===== src/rtl/eh2_pkg.sv =====
// Shared types for the LSU ECC correction controller: core config, FSM states, queue entry.
package eh2_pkg;

  localparam int unsigned EH2_DCCM_BITS       = 16;
  localparam int unsigned EH2_DCCM_DATA_WIDTH = 32;

  typedef struct packed {
    int unsigned DCCM_BITS;
    int unsigned DCCM_DATA_WIDTH;
    bit          DCCM_ENABLE;
  } eh2_param_t;

  localparam eh2_param_t EH2_PARAM_DEFAULT = '{
    DCCM_BITS:       EH2_DCCM_BITS,
    DCCM_DATA_WIDTH: EH2_DCCM_DATA_WIDTH,
    DCCM_ENABLE:     1'b1
  };

  typedef enum logic [1:0] {
    ST_IDLE  = 2'd0,
    ST_PEND  = 2'd1,
    ST_FORCE = 2'd2
  } corr_state_e;

  typedef struct packed {
    logic [EH2_DCCM_BITS-1:0]       addr;
    logic [EH2_DCCM_DATA_WIDTH-1:0] data;
  } corr_entry_t;

endpackage


===== src/rtl/eh2_lsu_ecc_corr_ctl_if.sv =====
// LSU-side signal bundle of the ECC correction controller.
interface eh2_lsu_ecc_corr_ctl_if;

  logic                                    ld_single_ecc_error_dc5;
  logic                                    ecc_err_lo_dc5;
  logic                                    ecc_err_hi_dc5;
  logic [eh2_pkg::EH2_DCCM_BITS-1:0]       addr_lo_dc5;
  logic [eh2_pkg::EH2_DCCM_BITS-1:0]       addr_hi_dc5;
  logic [eh2_pkg::EH2_DCCM_DATA_WIDTH-1:0] sec_data_lo_dc5;
  logic [eh2_pkg::EH2_DCCM_DATA_WIDTH-1:0] sec_data_hi_dc5;
  logic                                    dec_tlu_core_ecc_disable;
  logic                                    dma_dccm_wen;
  logic                                    stbuf_wen_req;
  logic                                    stbuf_wen_gnt;
  logic                                    corr_wen;
  logic [eh2_pkg::EH2_DCCM_BITS-1:0]       corr_waddr;
  logic [eh2_pkg::EH2_DCCM_DATA_WIDTH-1:0] corr_wdata;
  logic                                    corr_busy;
  logic                                    corr_full;
  logic                                    corr_overflow;

  // LSU pipeline side
  modport master (
    output ld_single_ecc_error_dc5, ecc_err_lo_dc5, ecc_err_hi_dc5,
    output addr_lo_dc5, addr_hi_dc5, sec_data_lo_dc5, sec_data_hi_dc5,
    output dec_tlu_core_ecc_disable, dma_dccm_wen, stbuf_wen_req,
    input  stbuf_wen_gnt, corr_wen, corr_waddr, corr_wdata,
    input  corr_busy, corr_full, corr_overflow
  );

  // Correction controller side
  modport slave (
    input  ld_single_ecc_error_dc5, ecc_err_lo_dc5, ecc_err_hi_dc5,
    input  addr_lo_dc5, addr_hi_dc5, sec_data_lo_dc5, sec_data_hi_dc5,
    input  dec_tlu_core_ecc_disable, dma_dccm_wen, stbuf_wen_req,
    output stbuf_wen_gnt, corr_wen, corr_waddr, corr_wdata,
    output corr_busy, corr_full, corr_overflow
  );

endinterface


===== src/rtl/eh2_lsu_ecc_corr_fifo.sv =====
// Correction queue: two ordered write ports (port 0 lands first), one head read/pop port.
module eh2_lsu_ecc_corr_fifo
  import eh2_pkg::*;
#(
  parameter  int unsigned DEPTH = 4,
  localparam int unsigned PW    = $clog2(DEPTH),
  localparam int unsigned CW    = PW + 1
) (
  input  logic          clk,
  input  logic          rst_l,
  input  logic          i_wen0,
  input  corr_entry_t   i_wdata0,
  input  logic          i_wen1,
  input  corr_entry_t   i_wdata1,
  input  logic          i_pop,
  output corr_entry_t   o_head_c,
  output logic [CW-1:0] o_count
);

  logic [PW-1:0] r_wr_ptr;
  logic [PW-1:0] r_rd_ptr;
  logic [CW-1:0] r_count;
  corr_entry_t   r_mem [DEPTH];

  logic [PW-1:0] w_wr_ptr1;
  logic [1:0]    w_nwr;

  assign w_wr_ptr1 = r_wr_ptr + PW'(1);
  assign w_nwr     = 2'(i_wen0) + 2'(i_wen1);
  assign o_head_c  = r_mem[r_rd_ptr];
  assign o_count   = r_count;

  // Entry storage; contents are don't-care while their slot is free
  always_ff @(posedge clk) begin
    if (i_wen0) r_mem[r_wr_ptr]  <= i_wdata0;
    if (i_wen1) r_mem[w_wr_ptr1] <= i_wdata1;
  end

  // Pointers and occupancy, wrapping modulo DEPTH
  always_ff @(posedge clk or negedge rst_l) begin
    if (!rst_l) begin
      r_wr_ptr <= '0;
      r_rd_ptr <= '0;
      r_count  <= '0;
    end else begin
      r_wr_ptr <= r_wr_ptr + PW'(w_nwr);
      r_rd_ptr <= r_rd_ptr + PW'(i_pop);
      r_count  <= r_count + CW'(w_nwr) - CW'(i_pop);
    end
  end

endmodule


===== src/rtl/eh2_lsu_ecc_corr_ctl.sv =====
// Queues single-bit ECC corrections from loads and arbitrates the DCCM write port
// between DMA, correction write-back and the store buffer with anti-starvation.
module eh2_lsu_ecc_corr_ctl
  import eh2_pkg::*;
#(
  parameter eh2_param_t  pt         = EH2_PARAM_DEFAULT,
  parameter int unsigned CORR_DEPTH = 4,
  parameter int unsigned STARVE_MAX = 3
) (
  input logic                   clk,
  input logic                   rst_l,
  eh2_lsu_ecc_corr_ctl_if.slave bus
);

  localparam int unsigned CW = $clog2(CORR_DEPTH) + 1;
  localparam int unsigned SW = (STARVE_MAX < 2) ? 1 : $clog2(STARVE_MAX + 1);
  localparam bit          EN = pt.DCCM_ENABLE;

  corr_state_e   r_state;
  corr_state_e   w_state_nxt;
  logic [SW-1:0] r_starve_cnt;
  logic [SW-1:0] w_starve_nxt;
  logic          r_overflow;

  corr_entry_t   w_lo_entry;
  corr_entry_t   w_hi_entry;
  corr_entry_t   w_head;
  logic [CW-1:0] w_count;
  logic [CW-1:0] w_occ_nxt;
  logic [1:0]    w_npush;
  logic          w_busy;
  logic          w_full;
  logic          w_event;
  logic          w_drop;
  logic          w_push_lo;
  logic          w_push_hi;
  logic          w_force;
  logic          w_corr_wen;
  logic          w_stbuf_gnt;

  assign w_lo_entry = '{addr: bus.addr_lo_dc5, data: bus.sec_data_lo_dc5};
  assign w_hi_entry = '{addr: bus.addr_hi_dc5, data: bus.sec_data_hi_dc5};

  // Event acceptance: whole event is dropped when fewer than two slots are free
  assign w_busy    = EN && (w_count != '0);
  assign w_full    = EN && (w_count > CW'(CORR_DEPTH - 2));
  assign w_event   = EN && bus.ld_single_ecc_error_dc5 && !bus.dec_tlu_core_ecc_disable;
  assign w_drop    = w_event && w_full;
  assign w_push_lo = w_event && !w_full && bus.ecc_err_lo_dc5;
  assign w_push_hi = w_event && !w_full && bus.ecc_err_hi_dc5;
  assign w_npush   = 2'(w_push_lo) + 2'(w_push_hi);

  // Write-port arbitration: DMA, then forced/idle-port correction, then store buffer
  assign w_force     = (r_state == ST_FORCE);
  assign w_corr_wen  = !bus.dma_dccm_wen && w_busy && (!bus.stbuf_wen_req || w_force);
  assign w_stbuf_gnt = bus.stbuf_wen_req && !bus.dma_dccm_wen && !w_corr_wen;
  assign w_occ_nxt   = w_count + CW'(w_npush) - CW'(w_corr_wen);

  eh2_lsu_ecc_corr_fifo #(
    .DEPTH (CORR_DEPTH)
  ) u_fifo (
    .clk      (clk),
    .rst_l    (rst_l),
    .i_wen0   (w_push_lo || w_push_hi),
    .i_wdata0 (w_push_lo ? w_lo_entry : w_hi_entry),
    .i_wen1   (w_push_lo && w_push_hi),
    .i_wdata1 (w_hi_entry),
    .i_pop    (w_corr_wen),
    .o_head_c (w_head),
    .o_count  (w_count)
  );

  // Starvation counter: counts store-buffer wins over a pending correction
  always_comb begin
    w_starve_nxt = r_starve_cnt;
    if (w_corr_wen) begin
      w_starve_nxt = '0;
    end else if (w_stbuf_gnt && w_busy && (r_starve_cnt != SW'(STARVE_MAX))) begin
      w_starve_nxt = r_starve_cnt + SW'(1);
    end
  end

  // Next-state logic
  always_comb begin
    w_state_nxt = r_state;
    case (r_state)
      ST_IDLE: begin
        if (w_npush != 2'd0) w_state_nxt = ST_PEND;
      end
      ST_PEND: begin
        if (w_stbuf_gnt && w_busy && (w_starve_nxt == SW'(STARVE_MAX))) begin
          w_state_nxt = ST_FORCE;
        end else if (w_occ_nxt == '0) begin
          w_state_nxt = ST_IDLE;
        end
      end
      ST_FORCE: begin
        if (w_corr_wen) w_state_nxt = (w_occ_nxt == '0) ? ST_IDLE : ST_PEND;
      end
      default: w_state_nxt = ST_IDLE;
    endcase
  end

  // State, starvation count and sticky overflow
  always_ff @(posedge clk or negedge rst_l) begin
    if (!rst_l) begin
      r_state      <= ST_IDLE;
      r_starve_cnt <= '0;
      r_overflow   <= 1'b0;
    end else begin
      r_state      <= w_state_nxt;
      r_starve_cnt <= w_starve_nxt;
      r_overflow   <= r_overflow || w_drop;
    end
  end

  assign bus.stbuf_wen_gnt = w_stbuf_gnt;
  assign bus.corr_wen      = w_corr_wen;
  assign bus.corr_waddr    = w_busy ? w_head.addr : '0;
  assign bus.corr_wdata    = w_busy ? w_head.data : '0;
  assign bus.corr_busy     = w_busy;
  assign bus.corr_full     = w_full;
  assign bus.corr_overflow = r_overflow;

endmodule


===== src/flat_wrapper.sv =====
// flat-port wrapper written by rule: the top's interface ports become plain ports
module eh2_lsu_ecc_corr_ctl_flat import eh2_pkg::*;
#(
  parameter eh2_param_t  pt         = EH2_PARAM_DEFAULT,
  parameter int unsigned CORR_DEPTH = 4,
  parameter int unsigned STARVE_MAX = 3
)
  (clk, rst_l, bus_ld_single_ecc_error_dc5, bus_ecc_err_lo_dc5, bus_ecc_err_hi_dc5, bus_addr_lo_dc5, bus_addr_hi_dc5, bus_sec_data_lo_dc5, bus_sec_data_hi_dc5, bus_dec_tlu_core_ecc_disable, bus_dma_dccm_wen, bus_stbuf_wen_req, bus_stbuf_wen_gnt, bus_corr_wen, bus_corr_waddr, bus_corr_wdata, bus_corr_busy, bus_corr_full, bus_corr_overflow);
  eh2_lsu_ecc_corr_ctl_if bus_i ();
  input logic clk;
  input logic rst_l;
  input wire logic [$bits(bus_i.ld_single_ecc_error_dc5)-1:0] bus_ld_single_ecc_error_dc5;
  input wire logic [$bits(bus_i.ecc_err_lo_dc5)-1:0] bus_ecc_err_lo_dc5;
  input wire logic [$bits(bus_i.ecc_err_hi_dc5)-1:0] bus_ecc_err_hi_dc5;
  input wire logic [$bits(bus_i.addr_lo_dc5)-1:0] bus_addr_lo_dc5;
  input wire logic [$bits(bus_i.addr_hi_dc5)-1:0] bus_addr_hi_dc5;
  input wire logic [$bits(bus_i.sec_data_lo_dc5)-1:0] bus_sec_data_lo_dc5;
  input wire logic [$bits(bus_i.sec_data_hi_dc5)-1:0] bus_sec_data_hi_dc5;
  input wire logic [$bits(bus_i.dec_tlu_core_ecc_disable)-1:0] bus_dec_tlu_core_ecc_disable;
  input wire logic [$bits(bus_i.dma_dccm_wen)-1:0] bus_dma_dccm_wen;
  input wire logic [$bits(bus_i.stbuf_wen_req)-1:0] bus_stbuf_wen_req;
  output wire logic [$bits(bus_i.stbuf_wen_gnt)-1:0] bus_stbuf_wen_gnt;
  output wire logic [$bits(bus_i.corr_wen)-1:0] bus_corr_wen;
  output wire logic [$bits(bus_i.corr_waddr)-1:0] bus_corr_waddr;
  output wire logic [$bits(bus_i.corr_wdata)-1:0] bus_corr_wdata;
  output wire logic [$bits(bus_i.corr_busy)-1:0] bus_corr_busy;
  output wire logic [$bits(bus_i.corr_full)-1:0] bus_corr_full;
  output wire logic [$bits(bus_i.corr_overflow)-1:0] bus_corr_overflow;
  assign bus_i.ld_single_ecc_error_dc5 = bus_ld_single_ecc_error_dc5;
  assign bus_i.ecc_err_lo_dc5 = bus_ecc_err_lo_dc5;
  assign bus_i.ecc_err_hi_dc5 = bus_ecc_err_hi_dc5;
  assign bus_i.addr_lo_dc5 = bus_addr_lo_dc5;
  assign bus_i.addr_hi_dc5 = bus_addr_hi_dc5;
  assign bus_i.sec_data_lo_dc5 = bus_sec_data_lo_dc5;
  assign bus_i.sec_data_hi_dc5 = bus_sec_data_hi_dc5;
  assign bus_i.dec_tlu_core_ecc_disable = bus_dec_tlu_core_ecc_disable;
  assign bus_i.dma_dccm_wen = bus_dma_dccm_wen;
  assign bus_i.stbuf_wen_req = bus_stbuf_wen_req;
  assign bus_stbuf_wen_gnt = bus_i.stbuf_wen_gnt;
  assign bus_corr_wen = bus_i.corr_wen;
  assign bus_corr_waddr = bus_i.corr_waddr;
  assign bus_corr_wdata = bus_i.corr_wdata;
  assign bus_corr_busy = bus_i.corr_busy;
  assign bus_corr_full = bus_i.corr_full;
  assign bus_corr_overflow = bus_i.corr_overflow;
  eh2_lsu_ecc_corr_ctl #(.pt(pt), .CORR_DEPTH(CORR_DEPTH), .STARVE_MAX(STARVE_MAX)) u_core (.clk(clk), .rst_l(rst_l), .bus(bus_i));
endmodule

===== config.mk =====
export PLATFORM = sky130hd
export DESIGN_NAME = eh2_lsu_ecc_corr_ctl_flat
export DESIGN_NICKNAME = d
export VERILOG_FILES = /design/src/rtl/eh2_pkg.sv /design/src/rtl/eh2_lsu_ecc_corr_ctl_if.sv /design/src/rtl/eh2_lsu_ecc_corr_fifo.sv /design/src/rtl/eh2_lsu_ecc_corr_ctl.sv /design/src/flat_wrapper.sv
export SDC_FILE = /design/constraint.sdc
export NUM_CORES = 1
export LEC_CHECK = 0
export CAP_MARGIN = 20
export CORE_MARGIN = 5
export CORE_UTILIZATION = 46
export CTS_BUF_LIST = sky130_fd_sc_hd__clkbuf_16
export CTS_CLUSTER_SIZE = 28
export DETAILED_ROUTE_END_ITERATION = 8
export HOLD_SLACK_MARGIN = 0.1
export PLACE_DENSITY = 0.81
export SLEW_MARGIN = 40
export SYNTH_ARGS = -nofsm -noshare
export SYNTH_HDL_FRONTEND = slang
export SYNTH_SLANG_ARGS = --single-unit
export TNS_END_PERCENT = 5

===== constraint.sdc =====
create_clock -name clk -period 6.45 [get_ports clk]
set_input_delay 1.6125 -clock clk [delete_from_list [all_inputs] [get_ports clk]]
set_output_delay 1.6125 -clock clk [all_outputs]
set_load 0.05 [all_outputs]

==> results of run 1 <==
==> sequential cells by signal, indices dropped and copies added, names as in the netlist <==
register                  cells
u_core.u_fifo.r_mem         192
u_core.u_fifo.o_count         3
u_core.r_starve_cnt           2
u_core.r_state                2
u_core.u_fifo.r_rd_ptr        2
u_core.u_fifo.r_wr_ptr        2
u_core.bus.corr_overflow      1
==> Yosys cell counts (2+ instances only) <==
cell type  count
clkbuf_1       8
xor2_1         2
buf_1          3
xnor2_1        3
mux2_1         8
nor3_1         2
nand3b_1       2
nand2_1        4
and3_1         2
mux4_2        48
edfxtp_1     192
buf_6         11
nand2b_1       2
inv_1         14
dfrtp_1       12
nor2b_1        2
ha_1          11
and2_1        49
nor3b_1        3
mux2i_1        2
nor2_1         4
mux2_2       144
buf_8          2
o22ai_1        2
o21ai_0        2
nand2_2        2
buf_2         12
buf_4          2
nand3_1        2
mux2_4        40
fa_1           2
==> path summary, 6_finish.rpt <==
kind                                                    startpoint                             endpoint  slack [ps]  depth (start not counted)
max in group asynchronous                                    rst_l  u_core.u_fifo.r_rd_ptr[0]$_DFF_PN0_        4540                          1
worst max register to register  u_core.u_fifo.o_count[0]$_DFF_PN0_        u_core.r_state[0]$_DFFE_PN0P_        3170                         13
worst min register to register       u_core.r_state[1]$_DFFE_PN0P_        u_core.r_state[0]$_DFFE_PN0P_         490                          1
worst max-delay path            u_core.u_fifo.o_count[0]$_DFF_PN0_                    bus_stbuf_wen_gnt        1120                          5
worst min-delay path                 u_core.r_state[1]$_DFFE_PN0P_        u_core.r_state[0]$_DFFE_PN0P_         490                          1
min in group asynchronous                                    rst_l     u_core.r_starve_cnt[1]$_DFF_PN0_        1480                          1
==> power by group through the flow <==
| stage | Combinational, mW | Sequential (mW) | Clock (mW) |
|---|---|---|---|
| 2_1_floorplan | 1.94 | 1.84 | 0 |
| 3_3_place_gp | 2.61 | 2.00 | 0 |
| 3_5_place_dp | 2.77 | 1.91 | 0 |
| 4_1_cts | 2.78 | 1.89 | 1.26 |
| 5_1_grt | 2.89 | 1.91 | 1.31 |
| 6_report | 2.73 | 1.88 | 1.23 |
==> routing by layer <==
metal,wire (µm),up-vias
li1,-,2718
met5,0,-
met3,1460,28
met2,12200,194
met1,9340,3050
met4,391,0
==> cell families (layout without fill, tap and decap cells) <==
kind of cell,count (synthesis),after routing,share of synthesized area (%)
multiplexers,242,242,32.2
flip-flops,204,204,57.3
AND/OR/NAND/NOR,76,76,4.35
buffers and inverters,53,231,3.09
adder cells (fa/ha/maj),13,13,1.68
AO/OA/AOI/OAI,13,13,0.910
XOR/XNOR,5,5,0.414
==> critical path, delay by kind of cell, from the launching register on <==
kind | cells | cell delay [ps]
buf+inv | 3 | 2070
flops | 1 | 440
compound gates | 1 | 240
simple gates | 1 | 460
==> through the flow <==
step	utilization [%]	hold WS, ps	setup WS (ps)	area, µm²	instances
final	58.4	494	1120	13200	1069
after CTS	58.4	495	1030	13200	1069
after detailed placement	55.2	484	1470	12500	1028
after floorplan	-	450	16.8	10600	606
after global placement	54.9	448	1520	12400	1023
after global routing	58.4	510	847	13200	1069
==> cell type report <==
class	instances	area (µm²)
Fill cell	1722	9420
Sequential cell	204	6070
Multi-Input combinational cell	349	4240
Timing Repair Buffer	175	1780
Clock buffer	23	576
Tap cell	285	357
Clock inverter	18	138
Inverter	15	56.3
==> results_dict.tcl, run 1 <==
set metrics [dict create \
    outcome "finished clean" \
    drt_first_pass_iters 4 \
    clk_path_buf_depth 3 \
    clk_latency_ps 500 \
    vias 5990 \
    tightestPinTransition_ps 826 \
    slowest_delay_ps 850 \
    combPwrFrac_pct 46.8 \
    synth_seq_cells 204 \
    drv_slew 0 \
    finalPower_mw 5.85 \
    slowest_stage "clkdlybuf4s50_1" \
    layout_common_cells "edfxtp_1, clkdlybuf4s50_1, mux2_2" \
    ios 157 \
    max_freq_mhz 187 \
    clk_pin_slew_ps 60 \
    grt.total_usage_pct 17.8 \
    drtIter0Drc 232 \
    async_flop_share_pct 5.88 \
    area_delta_synth_final_pct 24.9 \
    fin_skew_ps 7.20 \
    cts_sinks 204 \
    worstPathCellList "nor3_1 > clkinv_1 > buf_4 > a21boi_0 > clkdlybuf4s50_1" \
    num-nets-final 885 \
    p_clk_share_pct 21.0 \
    start_util_pct 46.7 \
    antenna_left 0 \
    cts_resized 0 \
    layout_commonest_cell "edfxtp_1" \
    crit_arrival_ps 3720 \
    crit_path_start_kind "register" \
    drive_gt1_share_pct 37.9 \
    io_buffer_count 156 \
    grt_pass1_vias 6424 \
    yosysWarningCount 0 \
    busiest_layer "met2" \
    place_congestion 0.745 \
    num_antenna_cells 0 \
    met3_usage_pct 3.32 \
    p_sw_share_pct 38.4 \
    crit_required_ps 4840 \
    synth_fp_nets 723 \
    synth_ff_type "edfxtp_1" \
    p_per_area_nw_per_um2 442 \
    dieHeight_um 162 \
    synth_area_um2 10600 \
    drcViolationCount 0 \
    grt_pass1_wl_um 36500 \
    postCtsSetupBuffers 0 \
    grt-ovfl-total 0 \
    synth_edf_count 192 \
    cp_max_fo 29 \
    relSlewSlack_pct 44.8 \
    synth_top_area_share_pct 54.5 \
    critPathCaptureType "output port" \
    die-area_um2 26100 \
    min_period_ps 5330 \
    cts_buffers 23 \
    finalCritPeriodShare_pct 82.7 \
    rows 55 \
    rsz0062_at_grt "false" \
    postCtsHoldBufs 0 \
    post_drt_wl_per_cell_um 21.9 \
    hold_viol 0 \
    vias_per_cell 5.60 \
    hp-class "register to register" \
    coreArea_um2 22600 \
    power.switching_mw 2.25 \
    grtUsageMet2_pct 32.5 \
    vdd_ir_drop_max_mv 0.298 \
    cts_tree "built" \
    antenna_found_initial 0 \
    yosys.area.top_type "edfxtp_1" \
    dieWidth_um 162 \
    setup_tns_ps 0 \
    synthCells 606 \
    criticalPathCategory "register to output port" \
    netlist_top_cells_area "edfxtp_1, mux2_2, mux4_2" \
    intPower_mw 3.60 \
    ys_seq_area_share_pct 57.3 \
    syn_avg_cell_area_um2 17.5 \
    hpwl_um 15000 \
    seqPwrFrac_pct 32.2 \
    maxCapViolCount 0 \
    setup_viol 0 \
    yosysUniqueCellTypes 43 \
    grt_max_degree 30 \
    power_leakage_nw 4.64 \
    clockRootBuffer "clkbuf_16" \
    wl_um 23400 \
    h-tree-depth 1 \
    met1_usage_pct 22.4 \
]
(Power assumes the default switching activity.)
==> run 2: changes to the inputs <==
==> constraint.sdc (replaced) <==
create_clock -name clk -period 5.3 [get_ports clk]
set_input_delay 1.325 -clock clk [delete_from_list [all_inputs] [get_ports clk]]
set_output_delay 1.325 -clock clk [all_outputs]
set_load 0.05 [all_outputs]
==> run 2 against run 1 <==
Clock-buffer cell count stayed put. Combinational power increased by 20%. Critical path depth decreased by 1. Flip-flop and latch count is the same. Die area is the same. Utilization shrank 0.24 points. Sequential share of layout area is 0.19 points higher. Clock power rose by 16%. Clock skew rose by 1.1 ps. Setup slack worse by 260 ps. Final cell count is 0.19% lower.
==> results_dict.tcl, run 2 (synthesized netlist as in run 1, its figures left out) <==
set metrics [dict create \
    vdd_ir_drop_max_mv 0.372 \
    num_antenna_cells 0 \
    regToRegSetupSlack_ps 2090 \
    dpl_cell_area_um2 12500 \
    grt_pass1_vias 6392 \
    relSlewSlack_pct 49.5 \
    postCtsSetupBuffers 0 \
    cp_num_buf_inv 2 \
    crit_path_start_kind "register" \
    dieHeight_um 162 \
    drive_gt1_share_pct 37.5 \
    ios 157 \
    cts_sinks 204 \
    io_buffer_count 156 \
    worstPathCellList "buf_12 > mux4_2 > and2_1 > clkdlybuf4s50_1" \
    clk_latency_ps 490 \
    slowest_stage "dfrtp_4" \
    start_util_pct 46.7 \
    max_freq_mhz 225 \
    worstRegToRegCells 13 \
    vias_per_cell 5.55 \
    holdPathEnd "u_core.r_state[0]$_DFFE_PN0P_" \
    power_leakage_nw 4.62 \
    cp_max_fo 29 \
    hold_viol 0 \
    cts_buffers 23 \
    dieWidth_um 162 \
    post_drt_wl_per_cell_um 21.8 \
    place_congestion 0.731 \
    fin_skew_ps 8.28 \
    rr_endpoint "u_core.r_state[0]$_DFFE_PN0P_" \
    antenna_found_initial 0 \
    min_period_ps 4440 \
    rows 55 \
    finalCritPeriodShare_pct 83.8 \
    regMostFlops "u_core.u_fifo.r_mem" \
    drt_first_pass_iters 4 \
    die-area_um2 26100 \
    drcViolationCount 0 \
    place_ws_ps 736 \
    cts_resized 0 \
    layout_common_cells "edfxtp_1, clkdlybuf4s50_1, mux2_2" \
    hp-start "u_core.r_state[1]$_DFFE_PN0P_" \
    grt_max_degree 31 \
    hpwl_um 14500 \
    whs_ps 481 \
    crit_arrival_ps 3120 \
    setup_viol 0 \
    crit_required_ps 3970 \
    maxCapViolCount 0 \
    drv_slew 0 \
    rsz0062_at_grt "false" \
    p_per_area_nw_per_um2 536 \
    largest_register_ffs 192 \
    clk_pin_slew_ps 60 \
    layout_commonest_cell "edfxtp_1" \
    coreArea_um2 22600 \
    tightestPinTransition_ps 758 \
    setup_slack_ps 858 \
    fin_area_um2 13200 \
    grt_pass1_wl_um 36400 \
    cts_tree "built" \
    wl_um 23300 \
    slowest_delay_ps 870 \
    grt-ovfl-total 0 \
    critPathCaptureType "output port" \
    postCtsHoldBufs 0 \
    vias 5925 \
    drtIter0Drc 262 \
    antenna_left 0 \
    area_delta_synth_final_pct 24.4 \
    critPathTopFamily "buffers and inverters" \
    outcome "finished clean" \
    grt.total_usage_pct 17.8 \
    h-tree-depth 1 \
    clk_path_buf_depth 3 \
    fill_cells 1731 \
    finalPower_mw 7.05 \
    critPathLaunch "u_core.u_fifo.r_rd_ptr[0]$_DFF_PN0_" \
    clockRootBuffer "clkbuf_16" \
    hp-class "register to register" \
    num-nets-final 885 \
    criticalPathCategory "register to output port" \
    hold_path_depth 1 \
    r2r_start "u_core.u_fifo.o_count[0]$_DFF_PN0_" \
]
-- run 2: cell count changes in the layout (fill, tap and decap cells not counted), sizes merged --
cell	delta
bufinv	-1
clkinvlp	-1
-- run 2: metrics by stage --
stage | TNS (ps) | utilization (%) | cells
2_1_floorplan | -77570 | - | 606
5_1_grt | 0 | 58.1 | 1067
3_5_place_dp | 0 | 55.2 | 1028
4_1_cts | 0 | 58.1 | 1067
6_report | 0 | 58.1 | 1067
3_3_place_gp | 0 | 55.1 | 1027
-- run 2: worst register-to-register path, cell delays in order (launching register included) --
cell and delay [ps]:
dfrtp_1 430, a21oi_2 200, and3_1 390, inv_1 130
ha_1 310, inv_1 60, ha_1 270, inv_1 40
ha_1 200, fa_1 460, nor3b_1 210, mux2i_1 120
a31oi_1 170, o21ai_0 90
-- run 2: cell type report --
type                       instances  area, µm²  area share, %
timing repair buffer             175       1770           13.4
multi-input combinational        349       4240           32.2
tap                              285        357           2.71
clock buffer                      23        576           4.37
inverter                          15       56.3          0.428
clock inverter                    16       93.8          0.713
sequential                       204       6070           46.1
-- run 2: routing by layer --
| layer | global-route usage [%] | wire length, µm | vias to the layer above |
|---|---|---|---|
| met4 | 3.96 | 442 | 0 |
| met2 | 31.8 | 11800 | 183 |
| li1 | - | - | 2708 |
| met3 | 3.27 | 1420 | 31 |
| met1 | 22.7 | 9610 | 3003 |
| met5 | 0 | 0 | - |
-- run 2: where the power goes --
| part | internal (mW) | switching [mW] | leakage [nW] |
|---|---|---|---|
| logic | 1.37 | 1.90 | 2.38 |
| clock network | 0.829 | 0.596 | 0.350 |
| registers | 2.13 | 0.233 | 1.89 |
-- run 2: how the worst max path moves through the flow --
| stage | end | slack (ps) | depth (start not counted) |
|---|---|---|---|
| 3_5_place_dp | u_core.r_state[0]$_DFFE_PN0P_ | 740 | 14 |
| 5_1_grt | bus_corr_wdata[17] | 690 | 4 |
| 4_1_cts | bus_corr_wdata[17] | 760 | 4 |
| 6_report | bus_corr_wdata[17] | 860 | 4 |
| 2_1_floorplan | u_core.u_fifo.r_mem[0][0]$_DFFE_PP_ | -850 | 6 |
| 3_3_place_gp | u_core.r_state[0]$_DFFE_PN0P_ | 840 | 14 |
==> run 3: changes to the inputs <==
==> constraint.sdc (replaced) <==
create_clock -name clk -period 4.24 [get_ports clk]
set_input_delay 1.06 -clock clk [delete_from_list [all_inputs] [get_ports clk]]
set_output_delay 1.06 -clock clk [all_outputs]
set_load 0.05 [all_outputs]
==> run 3 against run 2 <==
Setup slack lost 650 ps. Sequential share of layout area shrank 0.48 points. Clock power grew 42%. Clock-buffer cell count grew 4. Critical endpoint is now bus_corr_wdata[31]. Largest cell class unchanged. Hold slack lost 24 ps. Highest routed layer unchanged. Power grew 28%. Utilization grew 0.61 points. Global-route usage shrank 0.34 points. Largest power group unchanged. First-iteration DRC count shrank 0.76%. Flip-flop and latch count is the same.
==> results_dict.tcl, run 3 (synthesized netlist as in run 1, its figures left out) <==
set metrics [dict create \
    grt_pass1_vias 6384 \
    regMostFlops "u_core.u_fifo.r_mem" \
    worstRegToRegCells 12 \
    cts_tree "built" \
    clk_path_buf_depth 3 \
    crit_path_start_kind "register" \
    layout_commonest_cell "edfxtp_1" \
    place_congestion 0.713 \
    finalCritPeriodShare_pct 95.2 \
    max_freq_mhz 248 \
    vias_per_cell 5.51 \
    cp_num_buf_inv 2 \
    slowest_stage "dfrtp_4" \
    tightestPinTransition_ps 572 \
    min_period_ps 4040 \
    h-tree-depth 1 \
    die-area_um2 26100 \
    largest_register_ffs 192 \
    hp-class "register to register" \
    slowest_delay_ps 780 \
    cp_max_fo 24 \
    dpl_cell_area_um2 12500 \
    hpwl_um 14500 \
    dieHeight_um 162 \
    relSlewSlack_pct 61.8 \
    antenna_found_initial 0 \
    criticalPathCategory "register to output port" \
    layout_common_cells "edfxtp_1, clkdlybuf4s50_1, mux2_2" \
    clk_pin_slew_ps 70 \
    num-nets-final 887 \
    grt_pass1_wl_um 36000 \
    clockRootBuffer "clkbuf_16" \
    setup_viol 0 \
    grt.total_usage_pct 17.4 \
    crit_required_ps 3180 \
    clk_latency_ps 500 \
    worstPathCellList "buf_4 > mux4_2 > and2_1 > clkdlybuf4s50_1" \
    post_drt_wl_per_cell_um 21.4 \
    finalPower_mw 9.06 \
    critPathCaptureType "output port" \
    start_util_pct 46.7 \
    fin_skew_ps 13.5 \
    cts_buffers 22 \
    maxCapViolCount 0 \
    drive_gt1_share_pct 38.3 \
    drt_first_pass_iters 5 \
    cp.depth 4 \
    critPathTopFamily "buffers and inverters" \
    fin_area_um2 13300 \
    cts_sinks 204 \
    outcome "finished clean" \
    rsz0062_at_grt "false" \
    hold_viol 0 \
    grt_max_degree 41 \
    power_leakage_nw 4.68 \
    hold_path_depth 1 \
    num_antenna_cells 0 \
    crit_arrival_ps 2980 \
    area_delta_synth_final_pct 25.7 \
    drtIter0Drc 260 \
    vias 5897 \
    postCtsHoldBufs 0 \
    drcViolationCount 0 \
    p_per_area_nw_per_um2 681 \
    coreArea_um2 22600 \
    wl_um 22900 \
    dieWidth_um 162 \
    antenna_left 0 \
    drv_slew 0 \
    grt-ovfl-total 0 \
    rows 55 \
    ios 157 \
    vdd_ir_drop_max_mv 0.322 \
    io_buffer_count 156 \
]
-- run 3: cell types whose count changed in the layout (fill, tap and decap cells not counted) --
cell / delta
buf_4: +3
clkinv_1: -3
inv_2: +1
bufinv_16: +1
clkinvlp_4: +1
clkbuf_16: +4
inv_1: -2
clkinv_2: -3
clkinv_4: +1
-- run 3: through the flow --
stage	worst slack, ps	utilization, %	instances	TNS, ps	hold WS, ps
global placement	251	55.2	1030	0	441
finish	204	58.8	1070	0	457
detailed placement	179	55.3	1031	0	443
CTS	107	58.8	1070	0	458
floorplan	-1640	-	606	-153890	450
global route	30.2	58.8	1070	0	474
-- run 3: layout make-up --
class / instances / area, µm²
clock buffers: 27 / 676
multi-input cells: 349 / 4240
repair buffers: 178 / 1790
well taps: 285 / 357
inverters: 15 / 56.3
flip-flops and latches: 204 / 6070
clock inverters: 12 / 110
fillers: 1741 / 9340
-- run 3: power breakdown --
part	total (mW)	internal, mW	switching (mW)
Clock	2.03	1.25	0.779
Sequential	2.92	2.66	0.251
Combinational	4.12	1.72	2.39
Total	9.06	5.64	3.42
-- run 3: path summary, 6_finish.rpt --
path                       slack, ps                                   to                           startpoint
min                              460   u_core.bus.corr_overflow$_DFF_PN0_   u_core.bus.corr_overflow$_DFF_PN0_
max reg2reg                     1300        u_core.r_state[0]$_DFFE_PN0P_   u_core.u_fifo.o_count[0]$_DFF_PN0_
max                              200                   bus_corr_wdata[31]  u_core.u_fifo.r_rd_ptr[0]$_DFF_PN0_
min reg2reg                      460   u_core.bus.corr_overflow$_DFF_PN0_   u_core.bus.corr_overflow$_DFF_PN0_
min in group asynchronous        920   u_core.u_fifo.o_count[2]$_DFF_PN0_                                rst_l
max in group asynchronous       2900  u_core.u_fifo.r_rd_ptr[0]$_DFF_PN0_                                rst_l
-- run 3: routing by layer --
metal | wire length [µm] | global-route usage (%) | vias up
li1 | - | - | 2710
met1 | 9330 | 22.1 | 2987
met2 | 11900 | 31.5 | 170
met3 | 1300 | 3.30 | 30
met4 | 403 | 3.61 | 0
met5 | 0 | 0 | -
-- run 3: what timing repair did --
item | CTS | global route
setup endpoints to repair | 0 | 14
setup buffers | 0 | 0
gates resized for setup | 0 | 1
